`config.mk`:
```
export PLATFORM = sky130hd
export DESIGN_NAME = alu_arbiter
export DESIGN_NICKNAME = d
export VERILOG_FILES = /design/src/rtl/alu_arbiter.sv
export SDC_FILE = /design/constraint.sdc
export NUM_CORES = 1
export LEC_CHECK = 0
export CAP_MARGIN = 20
export CELL_PAD_IN_SITES_DETAIL_PLACEMENT = 1
export CELL_PAD_IN_SITES_GLOBAL_PLACEMENT = 1
export CORE_AREA = 5 5 208 210
export CTS_BUF_LIST = sky130_fd_sc_hd__clkbuf_2
export CTS_CLUSTER_DIAMETER = 50
export DETAILED_ROUTE_END_ITERATION = 12
export DIE_AREA = 0 0 213 215
export GPL_TIMING_DRIVEN = 0
export PLACE_DENSITY = 0.66
export REMOVE_ABC_BUFFERS = 1
export SLEW_MARGIN = 20
export SYNTH_ARGS = -nofsm -noshare
export SYNTH_HDL_FRONTEND = slang
export SYNTH_SLANG_ARGS = --single-unit
```
`constraint.sdc`:
```
create_clock -name clock -period 2 [get_ports clock]
set_input_delay 0.2 -clock clock [delete_from_list [all_inputs] [get_ports clock]]
set_output_delay 0.2 -clock clock [all_outputs]
set_load 0.01 [all_outputs]
```
`src/rtl/alu_arbiter.sv`:
```
// Round-robin arbiter sharing one ALU between two requesters.
// One operation is in flight at a time: accept (IDLE), execute (EXEC), respond (RESP).
module alu_arbiter #(
    parameter int WIDTH = 64,
    parameter int NREQ  = 2
) (
    input  logic             clock,
    input  logic             reset,
    input  logic [NREQ-1:0]  req_valid,
    output logic [NREQ-1:0]  req_ready,
    input  logic [WIDTH-1:0] req_A0,
    input  logic [WIDTH-1:0] req_B0,
    input  logic [WIDTH-1:0] req_A1,
    input  logic [WIDTH-1:0] req_B1,
    input  logic [4:0]       req_FS0,
    input  logic [4:0]       req_FS1,
    output logic [NREQ-1:0]  rsp_valid,
    input  logic [NREQ-1:0]  rsp_ready,
    output logic [WIDTH-1:0] rsp_F,
    output logic [3:0]       rsp_status,
    output logic [WIDTH-1:0] alu_A,
    output logic [WIDTH-1:0] alu_B,
    output logic [4:0]       alu_FS,
    input  logic [WIDTH-1:0] alu_F,
    input  logic [3:0]       alu_status
);

    typedef enum logic [1:0] {
        S_IDLE = 2'b00,
        S_EXEC = 2'b01,
        S_RESP = 2'b10
    } state_t;

    state_t           r_state;
    state_t           w_next;
    logic             r_last_grant;
    logic             r_owner;
    logic [WIDTH-1:0] r_op_A;
    logic [WIDTH-1:0] r_op_B;
    logic [4:0]       r_op_FS;
    logic [WIDTH-1:0] r_res_F;
    logic [3:0]       r_res_status;
    logic             w_grant;
    logic             w_req_hs;

    // A lone requester wins outright; on contention the pointer alternates.
    always_comb begin
        if (req_valid[0] && req_valid[1]) begin
            w_grant = ~r_last_grant;
        end else begin
            w_grant = req_valid[1];
        end
    end

    always_comb begin
        w_next    = r_state;
        req_ready = '0;
        rsp_valid = '0;
        w_req_hs  = 1'b0;
        case (r_state)
            S_IDLE: begin
                if (reset) begin
                    req_ready[w_grant] = req_valid[w_grant];
                    if (req_valid[w_grant]) begin
                        w_req_hs = 1'b1;
                        w_next   = S_EXEC;
                    end
                end
            end
            S_EXEC: begin
                w_next = S_RESP;
            end
            S_RESP: begin
                if (reset) begin
                    rsp_valid[r_owner] = 1'b1;
                    if (rsp_ready[r_owner]) begin
                        w_next = S_IDLE;
                    end
                end
            end
            default: begin
                w_next = S_IDLE;
            end
        endcase
    end

    always_ff @(posedge clock) begin
        if (!reset) begin
            r_state      <= S_IDLE;
            r_last_grant <= 1'b1;
            r_owner      <= 1'b0;
        end else begin
            r_state <= w_next;
            if (w_req_hs) begin
                r_last_grant <= w_grant;
                r_owner      <= w_grant;
            end
        end
    end

    // Operands change only on acceptance, so the ALU inputs are frozen through EXEC and RESP.
    always_ff @(posedge clock) begin
        if (!reset) begin
            r_op_A       <= '0;
            r_op_B       <= '0;
            r_op_FS      <= '0;
            r_res_F      <= '0;
            r_res_status <= '0;
        end else begin
            if (w_req_hs) begin
                r_op_A  <= w_grant ? req_A1  : req_A0;
                r_op_B  <= w_grant ? req_B1  : req_B0;
                r_op_FS <= w_grant ? req_FS1 : req_FS0;
            end
            if (r_state == S_EXEC) begin
                r_res_F      <= alu_F;
                r_res_status <= alu_status;
            end
        end
    end

    assign alu_A      = r_op_A;
    assign alu_B      = r_op_B;
    assign alu_FS     = r_op_FS;
    assign rsp_F      = r_res_F;
    assign rsp_status = r_res_status;

endmodule

```
# Word level (Yosys, flattened, before mapping)
# Index checks and enable logic that the tools add are counted.
# op_classes
add_sub_neg	0
n_mul	0
n_div	0
order_cmp	4
eq_ne	4
shift	0
mux	22
n_bitwise	2
reduce_logical	5
# op_table
operator	count
$mux 64	2
$mux 2	6
$mux 1	10
$pmux 2 s3	1
$mux 5	1
$lt 1x2->1 const B	2
$ne 2x2->1 const B	2
$logic_and 1x1->1	3
$and 2x2->2	1
$demux 1 s1	2
$eq 2x1->1 const B	1
$eq 2x2->1 const B	1
$ge 1x1->1 const B	2
$logic_not 2->1	1
$reduce_and 2->1	1
$not 1->1	1
# word_totals
register_bits	205
latch_bits	0
ram_bits	0
romBits	0
in_bits	340
output_inout_bits	205
elab_cells	45
memories	0

# Depth between registers and ports, before layout
# Gate-level depths: netlist of the first run.
# logic_depth
word_depth	9
ltp_mapped	6
ltp_nobuf	3

# Worst setup path before layout of the first run
# Ideal clock, no wire load.
# synth_path
kind	reg2out
from	register r_state[1]
to	output port req_ready[0]
arrival_time_ps	1597
t_required_ps	1800
setup_slack_ps	203
path_stages_with_launch	6
path_buffers	3
path_cell_list	dfxtp_1 > or3b_1 > buf_2 > clkbuf_1 > clkbuf_1 > nor3b_1
# synth_via
elab_chain_len	2
# synth_lines
item	line	rtl
start, declared	34	state_t r_state;
start signal, assigned	93	r_state <= w_next;
$logic_not 2->1	60	case (r_state)
$mux 2	60	
end, declared	10	output logic [NREQ-1:0] req_ready,
# Every way passes these cells.

# Worst setup path in the final report of the first run
# layout_path
from	register r_state[0]
to	output port req_ready[1]
# Same word-level chain as after synthesis.

==> run summary, run 1 <==
largest net degree at the start of global routing = 81
routed length on met3 = 5287 µm
max-cap violation count = 0
filler cell count = 4,656
crit-path max FO = 2
Synth Register Bits = 205
min-delay worst type = input port to flip-flop
CP Class = flip-flop to output port
RSZ-0062 raised after global routing = yes
Crit path required time = 1.80 ns
top layer in use = met5
post-synthesis sequential area ratio = 0.5142
post-synthesis cell type count = 23
routed len/inst = 23.10 µm
commonest non-fill, non-tap cells in the layout = dlygate4sd3_1 (339), clkdlybuf4s50_1 (338), nand2_1 (270), dfxtp_1 (194), dlygate4sd2_1 (136)
CTS Buffer Depth = 3
vias in the first global route = 12,900
clock root cell = clkbuf_2
Fmax achieved = 377.7 MHz
worst vdd ir = 350.8 µV
Initial Util = 0.1929
core area = 41,380 µm²
crit path capture type = output port
status = finished with violations
Rel. slew slack = 0.5033
Synth async-reset ratio = 0
worst slew pin tran = 0.7451 ns
vias after detailed routing = 11,610
global-route wire length before repair = 78,700 µm
H-Tree Depth = 2
Post-Route WL = 56,820 µm
area of the multi-input gates = 3570 µm²
top post-synthesis cells by area = dfxtp_1 (51%), a221o_1 (17%), nand2_1 (13%), nor3_1 (8.3%), a21oi_1 (4.3%)
Clock Sinks = 205
GRT Util Overall = 0.2209
P_leak = 8.019 nW
Reg area = 4125 µm²
synthesized area = 7981 µm²
nets = 2,200
Final Worst Setup Slack = -0.6477 ns
num rows = 75
TritonCTS Buffers = 61
Top FF cell, synth = dfxtp_1
DRT iter0 DRCs = 468
critical path arrival = 2.45 ns
initial antenna violation count = 17
drt pass-1 iters = 5
failing checks = setup timing
remaining global-route overflow = 0
Pins Over Slew Limit = 0
die area = 45,800 µm²
chip width = 213 µm
CTS tree = done
most common cell after layout, fill and taps aside = dlygate4sd3_1
input/output buffers = 544
Vias per Instance = 4.719
Hold Fails Final Rpt = 0
final worst path period share = 1.324
Yosys warnings = 0
pwr dens = 623.7 nW/µm²
post-route ant nets = 0
area delta synth->final = 135.8%
EDFF count, synth = 0
hpwl dp = 32,140 µm
Die H = 215 µm
area share of the largest cell type after synthesis = 0.5142
Period minus WS final = 2.648 ns
Post-Syn Instances = 928
post-route DRC violation count = 0
Worst Skew = 0.04833 ns
routability cong. = 0.7963
clock slew at reported path FFs = 0.10 ns
largest area contributor in the netlist = dfxtp_1
Mapped Avg Cell Area = 8.601 µm²
Post-Route Utilization = 0.4548
Met2 Wirelength = 28,530 µm
Worst setup SP type = flip-flop
I/O pin cnt = 545
layout cells sized above 1 = 0.1187
Setup WS pre-CTS = -1.609 ns
Worst-Skew Late Latency = 0.96 ns
wl on met1 = 20,810 µm
setup violators final = 75
## layout make-up
cell class                 instances  share of cell area
sequential                       205              0.2192
timing repair buffer             963              0.5249
inverter                           2           0.0005318
clock inverter                    15            0.003257
clock buffer                      92             0.02446
multi-input combinational        627              0.1896
tap                              539             0.03583
antenna                           17            0.002260
## layer usage
metal,GRT usage,vias to the layer above
li1,-,5282
met1,0.2320,5650
met2,0.3890,546
met3,0.08809,129
met4,0.09409,2
met5,0,-
## registers in the layout (all words and copies together), names as in the netlist
signal,flops
alu_A,64
alu_B,64
alu_FS,5
r_last_grant,1
r_owner,1
r_state,2
rsp_F,64
rsp_status,4
## kinds of logic (layout without fill, tap and decap cells)
group,Yosys count,count (layout),synth area share
simple gates,417,419,0.2206
compound gates,206,207,0.2159
flops,205,205,0.5142
buf+inv,99,1072,0.04813
mux,1,1,0.001254
other cells,0,17,0
## worst paths after layout
check / startpoint / endpoint / slack, ns / cells past startpoint
setup / recovery: r_state[0]$_SDFFE_PN0P_ / req_ready[1] / -0.65 / 6
hold / removal: req_valid[1] / alu_A[32]$_SDFFE_PN0P_ / 0.20 / 4
setup reg to reg: r_state[0]$_SDFFE_PN0P_ / alu_A[54]$_SDFFE_PN0P_ / -0.26 / 11
hold reg to reg: rsp_F[24]$_SDFFE_PN0N_ / rsp_F[24]$_SDFFE_PN0N_ / 0.46 / 2
## critical path, cell delays in order, from the launching register on
cell and delay, ns:
dfxtp_4 0.35, or3b_4 0.43, buf_16 0.15, a211oi_4 0.21, buf_8 0.15, buf_12 0.10
buf_6 0.09
## power by group
part	switching [mW]	leakage (nW)	internal [mW]	total (mW)
combinational	1.62	5.91	2.08	3.71
sequential	0.254	1.69	4.48	4.73
clock	2.08	0.418	1.22	3.30
## per-stage QoR
stage	hold WS (ns)	area, µm²	setup TNS, ns	power, mW	std cells
finish	0.2009	18820	-13.03	11.74	2460
global route	0.06365	18820	-18.30	12.36	2458
CTS	0.06239	18170	-11.18	11.49	2399
detailed placement	0.4473	14220	-158.44	7.740	1939
global placement	0.4426	13720	-1401.94	7.654	1914
floorplan	0.3175	7605	-547.15	5.706	831
## cell usage after synthesis (all sizes together) (2+ instances only)
library cell	number
a21oi	69
a221o	134
buf	12
clkbuf	85
dfxtp	205
inv	2
nand2	270
nor2	5
nor2b	3
nor3	133
or3b	2
## repair_timing
action,4_1_cts,5_1_grt
endpoints found under the hold margin,203,0
gates resized for setup,285,71
cloned,4,10
setup buffers,10,35
hold buffers,340,0
pin swaps,2,36
endpoints found under the setup margin,339,127
Note: power is estimated with default switching activity, not from simulation.
==> inputs of run 2 (changes only) <==
--- a/config.mk
+++ b/config.mk
@@ -10,10 +10,9 @@
 export CELL_PAD_IN_SITES_GLOBAL_PLACEMENT = 1
 export CORE_AREA = 5 5 208 210
 export CTS_BUF_LIST = sky130_fd_sc_hd__clkbuf_2
-export CTS_CLUSTER_DIAMETER = 50
+export CTS_CLUSTER_DIAMETER = 120
 export DETAILED_ROUTE_END_ITERATION = 12
 export DIE_AREA = 0 0 213 215
-export GPL_TIMING_DRIVEN = 0
 export PLACE_DENSITY = 0.66
 export REMOVE_ABC_BUFFERS = 1
 export SLEW_MARGIN = 20
==> run 2 against run 1 <==
The flow still finishes with violations (setup timing). Clock power fell by 4%. Worst hold slack improved by 0.044 ns. Combinational power fell by 9.7%. First-iteration DRC count rose by 2.8%. Critical endpoint unchanged. Largest cell class unchanged. Largest power group unchanged. Highest routed layer is now met4.
==> run summary, run 2 (synthesis gave the netlist of run 1 again) <==
Pins Over Slew Limit = 0 (unchanged)
failing checks = setup timing
final worst path period share = 1.154 (-0.1702)
H-Tree Depth = 2 (unchanged)
clock slew at reported path FFs = 0.11 ns (about the same)
I/O pin cnt = 545 (unchanged)
largest net degree at the start of global routing = 82 (+1.2%)
crit-path max FO = 3 (+1)
Post-Route WL = 51,450 µm (-9.4%)
Die H = 215 µm (unchanged)
remaining global-route overflow = 0 (unchanged)
Hold Startpoint = req_FS0[0]
P_leak = 7.793 nW (-2.8%)
worst slew pin tran = 0.5278 ns (-0.2173 ns)
TritonCTS Buffers = 58 (-4.9%)
setup violators final = 4 (-95%)
commonest non-fill, non-tap cells in the layout = dlygate4sd3_1 (340), clkdlybuf4s50_1 (338), nand2_1 (270), dfxtp_1 (201), dlygate4sd2_1 (193)
vias in the first global route = 12,780 (-0.96%)
hpwl dp = 32,880 µm (+2.3%)
final hold slack = 0.2453 ns (+0.04437 ns)
Rel. slew slack = 0.6482 (+0.1449)
vias after detailed routing = 11,140 (-4.0%)
GRT Util Overall = 0.2113 (-0.009642)
Worst Skew = 0.03700 ns (-0.01132 ns)
FF-to-FF End = alu_A[61]$_SDFFE_PN0P_
Clock Sinks = 205 (unchanged)
min-delay worst type = input port to flip-flop
CP Launch Point = r_state[1]$_SDFFE_PN0P_
Worst-Skew Late Latency = 0.92 ns (-0.04 ns)
worst stage delay on the critical path = 0.42 ns (about the same)
RSZ-0062 raised after global routing = yes
Reg2Reg Depth = 7 (-4)
reg2reg setup slack = 0.06 ns (+0.32 ns)
Initial Util = 0.1929 (unchanged)
pwr dens = 624.9 nW/µm² (+0.20%)
max-cap violation count = 0 (unchanged)
nets = 2,160 (-1.8%)
status = finished with violations
Fmax achieved = 433.4 MHz (+15%)
global-route wire length before repair = 75,770 µm (-3.7%)
CTS tree = done
top layer in use = met4
CP Class = flip-flop to output port
Worst setup SP type = flip-flop
Met2 Wirelength = 25,940 µm (-9.1%)
Reg2Reg Launch Point = r_state[1]$_SDFFE_PN0P_
CTS Buffer Depth = 3 (unchanged)
Pwr Total = 11.25 mW (-4.2%)
Setup WS pre-CTS = -0.2650 ns (+1.344 ns)
DRT iter0 DRCs = 481 (+2.8%)
routability cong. = 0.8382 (+5.3%)
num rows = 75 (unchanged)
Final Worst Setup Slack = -0.3072 ns (+0.3405 ns)
CP Cell Sequence = or3b_4 > a211oi_4 > buf_6 > buf_6
area delta synth->final = 125.5%
Post-Route Utilization = 0.4349 (-0.01998)
most common cell after layout, fill and taps aside = dlygate4sd3_1
post-route ant nets = 0 (unchanged)
routed len/inst = 21.31 µm (-7.7%)
Hold Fails Final Rpt = 0 (unchanged)
input/output buffers = 544 (unchanged)
chip width = 213 µm (unchanged)
most used cell along the critical path = buf_6
filler cell count = 4,709 (+1.1%)
Crit path required time = 1.80 ns (about the same)
layout cells sized above 1 = 0.08504 (-0.03366)
clock root cell = clkbuf_2
post-route DRC violation count = 0 (unchanged)
Period minus WS final = 2.307 ns (-0.3405 ns)
crit path capture type = output port
core area = 41,380 µm² (unchanged)
worst vdd ir = 338.8 µV (-3.4%)
drt pass-1 iters = 4 (-1)
Vias per Instance = 4.616 (-2.2%)
crit path to = req_ready[1]
CP max stage cell = or3b_4
routed length on met3 = 4419 µm (-16%)
wl on met1 = 18,830 µm (-9.5%)
initial antenna violation count = 17 (unchanged)
critical path arrival = 2.11 ns (-0.34 ns)
die area = 45,800 µm² (unchanged)
## run 2: what timing repair did
action	in CTS	in global routing
setup buffers	5	2
hold endpoints to repair	205	0
hold buffers	340	0
pin swaps	5	4
setup endpoints to repair	205	6
resized for setup	239	6
## run 2: layout make-up
type / count / area, µm² / area share
diodes: 17 / 42.54 / 0.002364
clock buffers: 86 / 430.4 / 0.02392
clock inverters: 12 / 72.57 / 0.004033
inverters: 2 / 7.507 / 0.0004172
multi-input cells: 624 / 3532 / 0.1963
flip-flops and latches: 205 / 4109 / 0.2283
well taps: 539 / 674.4 / 0.03747
repair buffers: 929 / 9128 / 0.5072
## run 2: worst min path at each step
stage | end | slack (ns) | cells after the start
final | alu_FS[0]$_SDFFE_PN0P_ | 0.25 | 4
after global routing | alu_FS[0]$_SDFFE_PN0P_ | 0.11 | 4
after CTS | alu_FS[0]$_SDFFE_PN0P_ | 0.08 | 4
after detailed placement | rsp_F[54]$_SDFFE_PN0N_ | 0.45 | 2
after global placement | rsp_F[21]$_SDFFE_PN0N_ | 0.44 | 2
after floorplan | r_owner$_SDFFE_PN0P_ | 0.32 | 1
## run 2: layer usage
layer / vias to the layer above / global-route usage
met5: - / 0
met4: 0 / 0.09132
met3: 126 / 0.07336
met2: 509 / 0.3838
met1: 5333 / 0.2180
li1: 5174 / -
## run 2: report_power, final
part	leakage, nW	switching [mW]	internal (mW)
clock	0.396	1.91	1.26
combinational	5.71	1.48	1.87
sequential	1.69	0.245	4.48
total	7.79	3.64	7.61
## run 2: per-stage QoR
step           cells  setup TNS [ns]  area, µm²
5_1_grt         2413          -1.549      17990
2_1_floorplan    831         -547.15       7605
3_3_place_gp    1953          -18.33      14210
6_report        2414         -0.7914      18000
4_1_cts         2396          -1.571      17930
3_5_place_dp    1953          -17.07      14210
## run 2: critical path, delay by kind of cell, from the launching register on
family          cells  cell delay, ns
simple gates        1            0.42
flops               1            0.34
buf+inv             2            0.25
compound gates      1            0.18
==> inputs of run 3 (changes only) <==
--- a/config.mk
+++ b/config.mk
@@ -5,15 +5,16 @@
 export SDC_FILE = /design/constraint.sdc
 export NUM_CORES = 1
 export LEC_CHECK = 0
+export ABC_AREA = 1
 export CAP_MARGIN = 20
 export CELL_PAD_IN_SITES_DETAIL_PLACEMENT = 1
 export CELL_PAD_IN_SITES_GLOBAL_PLACEMENT = 1
-export CORE_AREA = 5 5 208 210
+export CORE_AREA = 5 5 207 209
 export CTS_BUF_LIST = sky130_fd_sc_hd__clkbuf_2
 export CTS_CLUSTER_DIAMETER = 120
 export DETAILED_ROUTE_END_ITERATION = 12
-export DIE_AREA = 0 0 213 215
-export PLACE_DENSITY = 0.66
+export DIE_AREA = 0 0 212 214
+export PLACE_DENSITY = 0.73
 export REMOVE_ABC_BUFFERS = 1
 export SLEW_MARGIN = 20
 export SYNTH_ARGS = -nofsm -noshare
==> run 3 against run 2 <==
The run still ends with setup timing left. Clock-buffer cell count up 5. Synthesized cell count up 45%. Worst hold slack better by 0.068 ns. Cell area up 8.9%. Sequential share of layout area down 1.8 points. Total power up 5.5%. Sequential cell count unchanged. Critical path depth up 1. Routed wire length up 15%. Register-to-register slack worse by 0.17 ns. Via count up 22%. Critical path type unchanged.
==> run summary, run 3 <==
synth cell count leaders = nand2_1 (539), dfxtp_1 (205), nor2_1 (140), a21oi_1 (135), nand3_1 (135)
Yosys warnings = 0 (unchanged)
EDFF count, synth = 0 (unchanged)
Period minus WS final = 2.115 ns (-0.1920 ns)
CTS tree = done
Setup WS pre-CTS = -0.005988 ns (+0.2590 ns)
Compound-Gate Fraction of Synth Area = 0.1142 (-0.1017)
vias in the first global route = 15,330 (+20%)
status = finished with violations
Post-Syn Instances = 1,343 (+45%)
Rel. slew slack = 0.3965 (-0.2517)
layout cells sized above 1 = 0.08058 (-0.004455)
largest area contributor in the netlist = dfxtp_1
Post-Place Cells = 2,334 (+20%)
post-synthesis cell type count = 17 (-26%)
Pins Over Slew Limit = 0 (unchanged)
Final Worst Setup Slack = -0.1152 ns (+0.1920 ns)
post-synthesis simple-gate area fraction = 0.3681 (+0.1475)
routed len/inst = 20.48 µm (-3.9%)
FF-to-FF End = rsp_F[42]$_SDFFE_PN0N_
input/output buffers = 544 (unchanged)
max-cap violation count = 0 (unchanged)
nets = 2,621 (+21%)
min-delay worst type = input port to flip-flop
vias after detailed routing = 13,540 (+22%)
Reg2Reg Launch Point = r_state[1]$_SDFFE_PN0P_
post-synthesis adder-cell area fraction = 0 (unchanged)
area delta synth->final = 120.1%
Worst-Skew Late Latency = 0.95 ns (+0.03 ns)
H-Tree Depth = 2 (unchanged)
setup violators final = 23 (+19)
area share of xor/xnor cells in the synthesized design = 0 (unchanged)
area share of the largest cell type after synthesis = 0.4611 (-0.05306)
Post-Route WL = 58,910 µm (+15%)
remaining global-route overflow = 0 (unchanged)
routability cong. = 0.8200 (-2.2%)
Fmax achieved = 472.8 MHz (+9.1%)
CP Class = flip-flop to output port
grt peak-use layer = met2
post-synthesis sequential area ratio = 0.4611 (-0.05306)
Layout Cells excl Fill = 2,876 (+19%)
chip width = 212 µm (-0.47%)
final worst path period share = 1.058 (-0.09599)
failing checks = setup timing
clock root cell = clkbuf_2
WP buf/inv = 3 (+1)
crit-path max FO = 2 (-1)
post-route DRC violation count = 0 (unchanged)
largest net degree at the start of global routing = 83 (+1.2%)
synthesized area = 8900 µm² (+12%)
Vias per Instance = 4.707 (+2.0%)
top post-synthesis cells by area = dfxtp_1 (46%), nand2_1 (23%), a21oi_1 (7.6%), nand3_1 (7.6%), nor2_1 (5.9%)
Cells on Worst Hold Path = 6 (+2)
post-synthesis mux area share = 0 (-0.001254)
post-route ant nets = 0 (unchanged)
Top delay family on crit path = flip-flops
Placed Area = 14,850 µm² (+4.5%)
reg2reg setup slack = -0.11 ns (-0.17 ns)
pwr dens = 605.5 nW/µm² (-3.1%)
core area = 40,650 µm² (-1.8%)
Synth Register Bits = 205 (unchanged)
Clock Sinks = 205 (unchanged)
DRT iter0 DRCs = 640 (+33%)
Worst Hold End = alu_B[52]$_SDFFE_PN0P_
Initial Util = 0.2190 (+0.02609)
TritonCTS Buffers = 61 (+5.2%)
Top FF cell, synth = dfxtp_1
routing usage on met3 = 0.05413 (-0.01922)
hpwl dp = 32,410 µm (-1.4%)
commonest non-fill, non-tap cells in the layout = nand2_1 (531), dlygate4sd3_1 (405), clkdlybuf4s50_1 (337), dfxtp_1 (194), dlygate4sd2_1 (172)
global-route wire length before repair = 86,170 µm (+14%)
Die H = 214 µm (-0.47%)
M2 GR Usage = 0.4393 (+0.05550)
CP Cell Sequence = inv_4 > nor2_4 > inv_2 > nor3_2 > buf_4
largest family of logic cells by synthesized area = simple AND/OR/NAND/NOR gates
Reg2Reg Depth = 6 (-1)
RSZ-0062 raised after global routing = yes
Crit path required time = 1.80 ns (about the same)
P_leak = 8.841 nW (+13%)
Hold Startpoint = req_B1[52]
Worst setup SP type = flip-flop
final instance area = 19,590 µm² (+8.9%)
most common cell after layout, fill and taps aside = nand2_1
worst vdd ir = 370.1 µV (+9.2%)
crit path capture type = output port
die area = 45,370 µm² (-0.93%)
CTS Buffer Depth = 3 (unchanged)
num rows = 74 (-1.3%)
Mapped Avg Cell Area = 6.627 µm² (-23%)
Synth async-reset ratio = 0 (unchanged)
I/O pin cnt = 545 (unchanged)
Hold Fails Final Rpt = 0 (unchanged)
initial antenna violation count = 12 (-5)
top-count cell post-synth = nand2_1
critical path arrival = 1.92 ns (-0.19 ns)
CP max stage cell = dfxtp_4
worst slew pin tran = 0.9053 ns (+0.3775 ns)
Worst Skew = 0.07126 ns (+0.03426 ns)
Post-Route Utilization = 0.4820 (+0.04713)
met1 usage = 0.2348 (+0.01684)
GRT Util Overall = 0.2404 (+0.02915)
worst stage delay on the critical path = 0.40 ns (-0.02 ns)
Pwr Total = 11.86 mW (+5.5%)
drt pass-1 iters = 5 (+1)
clock slew at reported path FFs = 0.12 ns (about the same)
-- run 3: cell types whose count changed after synthesis, sizes merged, moves of 38 or more --
cell / delta
nor2: +137
nand3: +135
nor3: -131
buf: +38
a21oi: +66
nand2: +272
a221o: -134
o21ai: +68
-- run 3: how the worst max path moves through the flow --
stage	from	end	slack, ns	cells after the start
floorplan	reset	req_ready[0]	-2.00	4
global placement	req_valid[0]	req_ready[0]	-0.05	6
detailed placement	req_valid[0]	req_ready[0]	-0.006	6
CTS	r_state[0]$_SDFFE_PN0P_	req_ready[1]	-0.25	6
global route	r_state[1]$_SDFFE_PN0P_	rsp_valid[0]	-0.31	5
finish	r_state[1]$_SDFFE_PN0P_	rsp_valid[0]	-0.12	5
-- run 3: cells by family after synthesis --
kind of cell,after synthesis
AO/OA/AOI/OAI,203
buffers and inverters,114
AND/OR/NAND/NOR,821
flip-flops,205
-- run 3: per-stage QoR --
stage | hold slack (ns) | setup TNS (ns)
final | 0.3136 | -1.103
after detailed placement | 0.4547 | -0.005988
after global placement | 0.4507 | -0.05198
after CTS | 0.2500 | -0.8848
after global routing | 0.1973 | -4.652
after floorplan | 0.2857 | -285.88
-- run 3: timing repair --
| action | in CTS | in global routing |
|---|---|---|
| hold buffers | 407 | 0 |
| pin swaps | 2 | 4 |
| resized for setup | 280 | 40 |
| endpoints found under the setup margin | 205 | 119 |
| hold endpoints to repair | 205 | 0 |
| buffers inserted | 5 | 0 |
| cloned | 0 | 4 |
-- run 3: area by class of cell --
class | count | area, µm²
fillers | 4924 | 21060
repair buffers | 982 | 9794
multi-input cells | 1024 | 4397
flip-flops and latches | 205 | 4123
well taps | 532 | 665.6
clock buffers | 91 | 455.4
clock inverters | 24 | 97.59
inverters | 7 | 31.28
diodes | 11 | 27.53
-- run 3: per-layer routing --
layer	routed length (µm)	vias up
li1	-	6227
met1	20830	6521
met2	30250	551
met3	3287	239
met4	4535	0
met5	0	-
-- run 3: worst reg2reg max path, stage by stage, from the launching register on --
cell and delay (ns):
dfxtp_4 0.38, inv_4 0.07, nand2_2 0.24, buf_4 0.33, o21ai_0 0.34, nor2_1 0.09
dlygate4sd3_1 0.56
-- run 3: report_power, final --
group	switching, mW	total, mW	internal [mW]
clock network	2.09	3.32	1.23
logic	1.83	3.94	2.10
registers	0.197	4.61	4.41
